--- src/rtl/round_ctrl.sv ---
// -----------------------------------------------------------------------------
// round_ctrl
// Round sequencer for a two-player reaction game. Each round waits a
// pseudo-random time, lights the GO lamp, decides who pressed first (or who
// jumped the gun), registers the result, then hands off to an external
// inter-round delay block before the next round. After the last round it
// waits for the delay block's final pause and holds the match result.
//
// Ports
//   clk             in   system clock
//   rst             in   synchronous reset, active-high
//   start           in   1-cycle pulse, begins a match (only honoured in IDLE)
//   key1, key2      in   player buttons, active-high, already synchronised
//   is_wait         in   delay block: 0 while the inter-round pause runs
//   is_final_finish in   delay block: final pause complete
//   is_final        out  high while the current round is the last one
//   go_led          out  GO lamp
//   round_no        out  current round 1..ROUNDS, 0 when idle
//   score1, score2  out  points per player, saturating at 15
//   foul1, foul2    out  foul flags for the round just scored
//   round_done      out  1-cycle pulse while a round result is presented
//   match_over      out  held high once the match is complete
// -----------------------------------------------------------------------------
module round_ctrl #(
  parameter int ROUNDS     = 5,
  parameter int MIN_WAIT   = 25_000_000,
  parameter int RAND_BITS  = 8,
  parameter int RAND_SHIFT = 17,
  parameter int GO_TIMEOUT = 100_000_000
) (
  input  logic       clk,
  input  logic       rst,
  input  logic       start,
  input  logic       key1,
  input  logic       key2,
  input  logic       is_wait,
  input  logic       is_final_finish,
  output logic       is_final,
  output logic       go_led,
  output logic [3:0] round_no,
  output logic [3:0] score1,
  output logic [3:0] score2,
  output logic       foul1,
  output logic       foul2,
  output logic       round_done,
  output logic       match_over
);

  typedef enum logic [2:0] {
    S_IDLE,
    S_RAND_WAIT,
    S_GO,
    S_SCORE,
    S_HOLD,
    S_FINAL_HOLD,
    S_DONE
  } state_e;

  localparam logic [27:0] MinWait   = 28'(MIN_WAIT);
  localparam logic [27:0] GoLast    = 28'(GO_TIMEOUT - 1);
  localparam logic [3:0]  LastRound = 4'(ROUNDS);
  localparam logic [15:0] LfsrSeed  = 16'hACE1;

  state_e      state_q, state_d;
  logic [27:0] cnt_q, cnt_d;
  logic [27:0] target_q, target_d;
  logic [15:0] lfsr_q, lfsr_d;
  logic [3:0]  round_q, round_d;
  logic [3:0]  score1_q, score1_d;
  logic [3:0]  score2_q, score2_d;
  logic        foul1_q, foul1_d;
  logic        foul2_q, foul2_d;
  logic        go_q, go_d;
  logic        over_q, over_d;
  logic        saw_low_q, saw_low_d;   // HOLD has seen the pause begin
  logic [27:0] wait_target;

  function automatic logic [3:0] sat_inc(input logic [3:0] v);
    return (v == 4'hF) ? v : v + 4'd1;
  endfunction

  // Taps 16,14,13,11; a non-zero seed keeps it out of the all-zero lock-up.
  assign lfsr_d      = {lfsr_q[14:0], lfsr_q[15] ^ lfsr_q[13] ^ lfsr_q[12] ^ lfsr_q[10]};
  assign wait_target = MinWait + (28'(lfsr_q[RAND_BITS-1:0]) << RAND_SHIFT);

  always_comb begin
    // NOTE: every _d defaults to its _q first, so no path can infer a latch.
    state_d   = state_q;
    cnt_d     = cnt_q;
    target_d  = target_q;
    round_d   = round_q;
    score1_d  = score1_q;
    score2_d  = score2_q;
    foul1_d   = foul1_q;
    foul2_d   = foul2_q;
    go_d      = go_q;
    over_d    = over_q;
    saw_low_d = saw_low_q;

    unique case (state_q)
      S_IDLE: begin
        if (start) begin
          round_d  = 4'd1;
          score1_d = 4'd0;
          score2_d = 4'd0;
          foul1_d  = 1'b0;
          foul2_d  = 1'b0;
          target_d = wait_target;
          cnt_d    = '0;
          state_d  = S_RAND_WAIT;
        end
      end

      S_RAND_WAIT: begin
        // A press before GO is a foul and awards the opponent; a key check
        // takes priority over the wait expiring in the same cycle.
        if (key1 || key2) begin
          foul1_d = key1;
          foul2_d = key2;
          if (key1 && !key2) score2_d = sat_inc(score2_q);
          if (key2 && !key1) score1_d = sat_inc(score1_q);
          state_d = S_SCORE;
        end else if (cnt_q == target_q - 28'd1) begin
          go_d    = 1'b1;
          cnt_d   = '0;
          state_d = S_GO;
        end else begin
          cnt_d = cnt_q + 28'd1;
        end
      end

      S_GO: begin
        if (key1 || key2 || cnt_q == GoLast) begin
          if (key1 && !key2) score1_d = sat_inc(score1_q);
          if (key2 && !key1) score2_d = sat_inc(score2_q);
          go_d    = 1'b0;
          state_d = S_SCORE;
        end else begin
          cnt_d = cnt_q + 28'd1;
        end
      end

      S_SCORE: begin
        saw_low_d = 1'b0;
        state_d   = S_HOLD;
      end

      S_HOLD: begin
        // Only a full low-then-high cycle of is_wait ends the pause.
        if (!saw_low_q) begin
          if (!is_wait) saw_low_d = 1'b1;
        end else if (is_wait) begin
          if (round_q < LastRound) begin
            round_d  = round_q + 4'd1;
            foul1_d  = 1'b0;
            foul2_d  = 1'b0;
            target_d = wait_target;
            cnt_d    = '0;
            state_d  = S_RAND_WAIT;
          end else begin
            state_d = S_FINAL_HOLD;
          end
        end
      end

      S_FINAL_HOLD: begin
        if (is_final_finish) begin
          over_d  = 1'b1;
          state_d = S_DONE;
        end
      end

      S_DONE:  ;
      default: state_d = S_IDLE;
    endcase
  end

  always_ff @(posedge clk) begin
    if (rst) begin
      state_q   <= S_IDLE;
      cnt_q     <= '0;
      target_q  <= '0;
      lfsr_q    <= LfsrSeed;
      round_q   <= '0;
      score1_q  <= '0;
      score2_q  <= '0;
      foul1_q   <= 1'b0;
      foul2_q   <= 1'b0;
      go_q      <= 1'b0;
      over_q    <= 1'b0;
      saw_low_q <= 1'b0;
    end else begin
      // NOTE: non-blocking so every register samples the pre-edge values.
      state_q   <= state_d;
      cnt_q     <= cnt_d;
      target_q  <= target_d;
      lfsr_q    <= lfsr_d;
      round_q   <= round_d;
      score1_q  <= score1_d;
      score2_q  <= score2_d;
      foul1_q   <= foul1_d;
      foul2_q   <= foul2_d;
      go_q      <= go_d;
      over_q    <= over_d;
      saw_low_q <= saw_low_d;
    end
  end

  assign is_final   = (round_q == LastRound);
  assign go_led     = go_q;
  assign round_no   = round_q;
  assign score1     = score1_q;
  assign score2     = score2_q;
  assign foul1      = foul1_q;
  assign foul2      = foul2_q;
  assign round_done = (state_q == S_SCORE);
  assign match_over = over_q;

endmodule

--- config.mk ---
export PLATFORM = sky130hd
export DESIGN_NAME = round_ctrl
export DESIGN_NICKNAME = d
export VERILOG_FILES = /design/src/rtl/round_ctrl.sv
export SDC_FILE = /design/constraint.sdc
export NUM_CORES = 1
export LEC_CHECK = 0
export CORE_ASPECT_RATIO = 0.7
export CORE_MARGIN = 4
export CORE_UTILIZATION = 45
export CTS_CLUSTER_DIAMETER = 80
export DETAILED_ROUTE_END_ITERATION = 10
export GPL_TIMING_DRIVEN = 0
export PLACE_DENSITY = 0.63
export SLEW_MARGIN = 20
export SYNTH_ARGS = -nofsm -noshare
export SYNTH_HDL_FRONTEND = slang
export SYNTH_SLANG_ARGS = --single-unit
--- constraint.sdc ---
create_clock -name clk -period 2.9 [get_ports clk]
set_input_delay 0.58 -clock clk [delete_from_list [all_inputs] [get_ports clk]]
set_output_delay 0.58 -clock clk [all_outputs]
set_load 0.005 [all_outputs]
==> impl_summary.log <==
INFO  metric power_density = 616 nW/um^2
INFO  metric floorplan.core_area = 8510 sq um
INFO  metric final_common_cell = dfxtp_1
INFO  metric max_stage_delay = 610 ps
INFO  metric design.die.area = 10400 sq um
INFO  metric critical_path.top_delay_family = simple AND/OR/NAND/NOR gates
INFO  metric synth_top_family_by_area = simple AND/OR/NAND/NOR gates
INFO  metric number_of_global_route_vias_before_repair = 3460
INFO  metric synth_nets = 470
INFO  metric floorplan.die.width = 120 um
INFO  metric required = 3080 ps
INFO  metric design.portCount = 25
INFO  metric dieHeight = 86.5 um
INFO  metric synth-simple-area-share = 0.270
INFO  metric dp_hpwl = 7.44 mm
INFO  metric placement_cell_area = 4320 sq um
INFO  metric cp_data_arrival_time = 2920 ps
INFO  metric initial_core_utilization = 0.465
INFO  metric dp.cells = 596
INFO  metric diodes = 0
INFO  metric synth.mux.area_fraction = 0.0152
INFO  metric cts-buffers-inserted = 9
INFO  metric grt.met2_usage = 0.306
INFO  metric grt_busiest_layer = met2
INFO  metric layout_common_cells = dfxtp_1, nor2_1, nand2_1
INFO  metric cts-root-to-sink-buffers = 2
INFO  metric clock_tree_sinks = 74
INFO  metric cp.buffers_inverters = 2
INFO  metric ys_types = 53
INFO  metric final.hold.worst_slack = 410 ps
INFO  metric ys_seq_area_frac = 0.374
INFO  metric hold_path_class = flop to flop
INFO  metric core.rowCount = 28
INFO  metric syn2layout_area_growth = 18.8%
INFO  metric wirelength = 10.5 mm
INFO  metric routabilityCongestion = 0.843
INFO  metric synth_top_flop_cell = dfxtp_1
INFO  metric peakVddDrop = 0.353 mV
INFO  metric ys_ff_latch = 74
INFO  metric grt_util_met1 = 0.302
INFO  metric count_of_filler_cells_inserted_in_the_layout = 763
INFO  metric finalClockSkew = 7.78 ps
INFO  metric fmax = 365 MHz
INFO  metric global_route.overflow_total = 0
INFO  metric wire_per_inst = 17.1 um
INFO  metric post_synth_fa_ha_maj_area_fraction = 0.0253
INFO  metric setup-violations-final = 0
INFO  metric critical_path_capture_point_type = flop
INFO  metric clock_tree_from_tritoncts = built
INFO  metric cts_max_level = 3
INFO  metric synth-warning-count = 0
INFO  metric route.detailed.drc = 0
INFO  metric timing.setup.critical_path_class = flop to flop
INFO  metric synth_area = 3960 sq um
INFO  metric synth_edf_count = 0
INFO  metric final_cell_area = 4700 sq um
INFO  metric grt_start_max_net_pins = 14
INFO  metric total_grt_usage = 0.209
INFO  metric worst_pin_slew = 746 ps
INFO  metric antenna_found_initial = 0
INFO  metric final_instance_count_excl_fillers = 613
INFO  metric synth_compound_area_frac = 0.212
INFO  metric vias = 3678
INFO  metric setup_tns = 0 ps
INFO  metric clock_transition_at_the_registers_of_the_reported_paths = 60 ps
INFO  metric outcome = finished, final reports clean
INFO  metric drive_above_1_share = 0.105
INFO  metric yosys.area_share.xor_xnor = 0.0553
INFO  metric antenna_nets_post_route = 0
INFO  metric worstPathCellList = or4_4 -> or4_1 -> a32oi_2 -> nand4_2 -> o31ai_4 -> buf_12 -> buf_6 -> a221oi_1
INFO  metric grt_pass1_wl = 17.3 mm
INFO  metric syn-mean-instance-area = 8.70 sq um
INFO  metric maxCapViolCount = 0
INFO  metric timing.max_slew.rel_slack = 0.501
INFO  metric initialDrtViolationCount = 327
INFO  metric route.detailed.vias_per_inst = 6.00
INFO  metric totalPowerFinal = 2.90 mW
INFO  metric slowest_stage = or4_4
INFO  metric fin_crit_sh = 0.945
INFO  metric ffs_w_async_s_r_synth = 0
INFO  metric static-leakage-power = 1.53 nW
INFO  metric postSynthCellCount = 455
INFO  metric critical_path_peak_fanout = 10
INFO  metric fin_crit = 2740 ps
INFO  metric finalHoldViolCount = 0
INFO  metric buffer_ports.inserted = 21
INFO  metric worst_setup_path_start_kind = flop
INFO  metric grt_util_met3 = 0.0613
INFO  metric timing.final.max_slew_violations = 0
INFO  metric nNetsFinal = 503
INFO  metric clock-root-buffer = clkbuf_16
INFO  metric worstSkewPairLatency = 340 ps
INFO  metric detailedRoute.firstPassIterationCount = 5
-- flip-flops by register name (all words and copies together), names as in the netlist --
| register | flops |
|---|---|
| score1 | 4 |
| lfsr_q | 16 |
| foul1 | 1 |
| state_q | 3 |
| go_led | 1 |
| saw_low_q | 1 |
| round_no | 4 |
| target_q | 10 |
| cnt_q | 28 |
| match_over | 1 |
| score2 | 4 |
| foul2 | 1 |
-- report_power, final --
part           switching (mW)  total, mW  internal [mW]
sequential             0.0661       1.14           1.08
combinational           0.389      0.646          0.257
clock                   0.443       1.11          0.667
-- path summary, 6_finish.rpt --
| kind | start | end | slack (ps) | depth (start not counted) |
|---|---|---|---|---|
| max | target_q[16] | cnt_q[23] | 160 | 8 |
| max reg2reg | target_q[16] | cnt_q[23] | 160 | 8 |
| min | lfsr_q[9] | lfsr_q[10] | 410 | 1 |
| min reg2reg | lfsr_q[9] | lfsr_q[10] | 410 | 1 |
-- per-layer routing --
| metal | routed length [um] | share of wire | vias up |
|---|---|---|---|
| met3 | 733 | 0.070 | 10 |
| met1 | 5100 | 0.49 | 1754 |
| met5 | 0 | 0 | - |
| met4 | 85 | 0.0081 | 0 |
| li1 | - | - | 1794 |
| met2 | 4580 | 0.44 | 120 |
-- repair_timing --
item	4_1_cts	5_1_grt
setup buffers	2	0
hold buffers	0	0
setup endpoints to repair	28	27
gates resized for setup	4	14
cloned	0	0
pin swaps	1	3
-- cell families (layout without fill, tap and decap cells) --
kind of cell / after synthesis / count (layout)
xor+xnor: 25 / 25
mux: 6 / 6
compound gates: 111 / 111
fa+ha+maj: 8 / 8
flops: 74 / 74
simple gates: 186 / 186
buf+inv: 45 / 83
-- synth_stat cells, types with 3 or more instances --
| cell type | n | area share |
|---|---|---|
| nor3_1 | 13 | 0.016 |
| nor2_1 | 36 | 0.034 |
| a221oi_1 | 24 | 0.053 |
| nor4b_1 | 5 | 0.011 |
| xnor2_1 | 15 | 0.033 |
| inv_1 | 14 | 0.013 |
| clkbuf_1 | 25 | 0.024 |
| xor2_1 | 10 | 0.022 |
| mux2i_1 | 6 | 0.015 |
| o221a_2 | 3 | 0.0085 |
| ha_1 | 8 | 0.025 |
| buf_2 | 3 | 0.0038 |
| nor2b_1 | 8 | 0.013 |
| and3_1 | 7 | 0.011 |
| o21ai_0 | 18 | 0.023 |
| nand3_1 | 17 | 0.021 |
| and4_1 | 4 | 0.0088 |
| dfxtp_1 | 74 | 0.37 |
| or4_1 | 22 | 0.042 |
| or3_1 | 8 | 0.013 |
| nand2b_1 | 4 | 0.0063 |
| or2_2 | 7 | 0.011 |
| nand3b_1 | 3 | 0.0057 |
| nor4_1 | 6 | 0.0095 |
| a211oi_1 | 12 | 0.023 |
| nand2_1 | 32 | 0.030 |
| a21oi_1 | 16 | 0.020 |
| a41oi_1 | 3 | 0.0066 |
| nand4_1 | 3 | 0.0047 |
| o31ai_1 | 21 | 0.040 |
-- final cells by class --
| cell class | instances | area [sq um] | share of cell area |
|---|---|---|---|
| multi-input cells | 336 | 2340 | 0.498 |
| flip-flops and latches | 74 | 1480 | 0.315 |
| repair buffers | 23 | 238 | 0.0506 |
| clock buffers | 10 | 229 | 0.0487 |
| well taps | 120 | 150 | 0.0319 |
| plain buffers | 29 | 140 | 0.0298 |
| clock inverters | 6 | 67.6 | 0.0144 |
| inverters | 15 | 56.3 | 0.0120 |
-- stage by stage --
stage / utilization / setup slack (ps)
global route: 0.552 / -5.18
floorplan: - / 427
detailed placement: 0.507 / -455
finish: 0.552 / 160
CTS: 0.547 / 19.6
global placement: 0.507 / -465
Power figures use the tool's default switching activity.
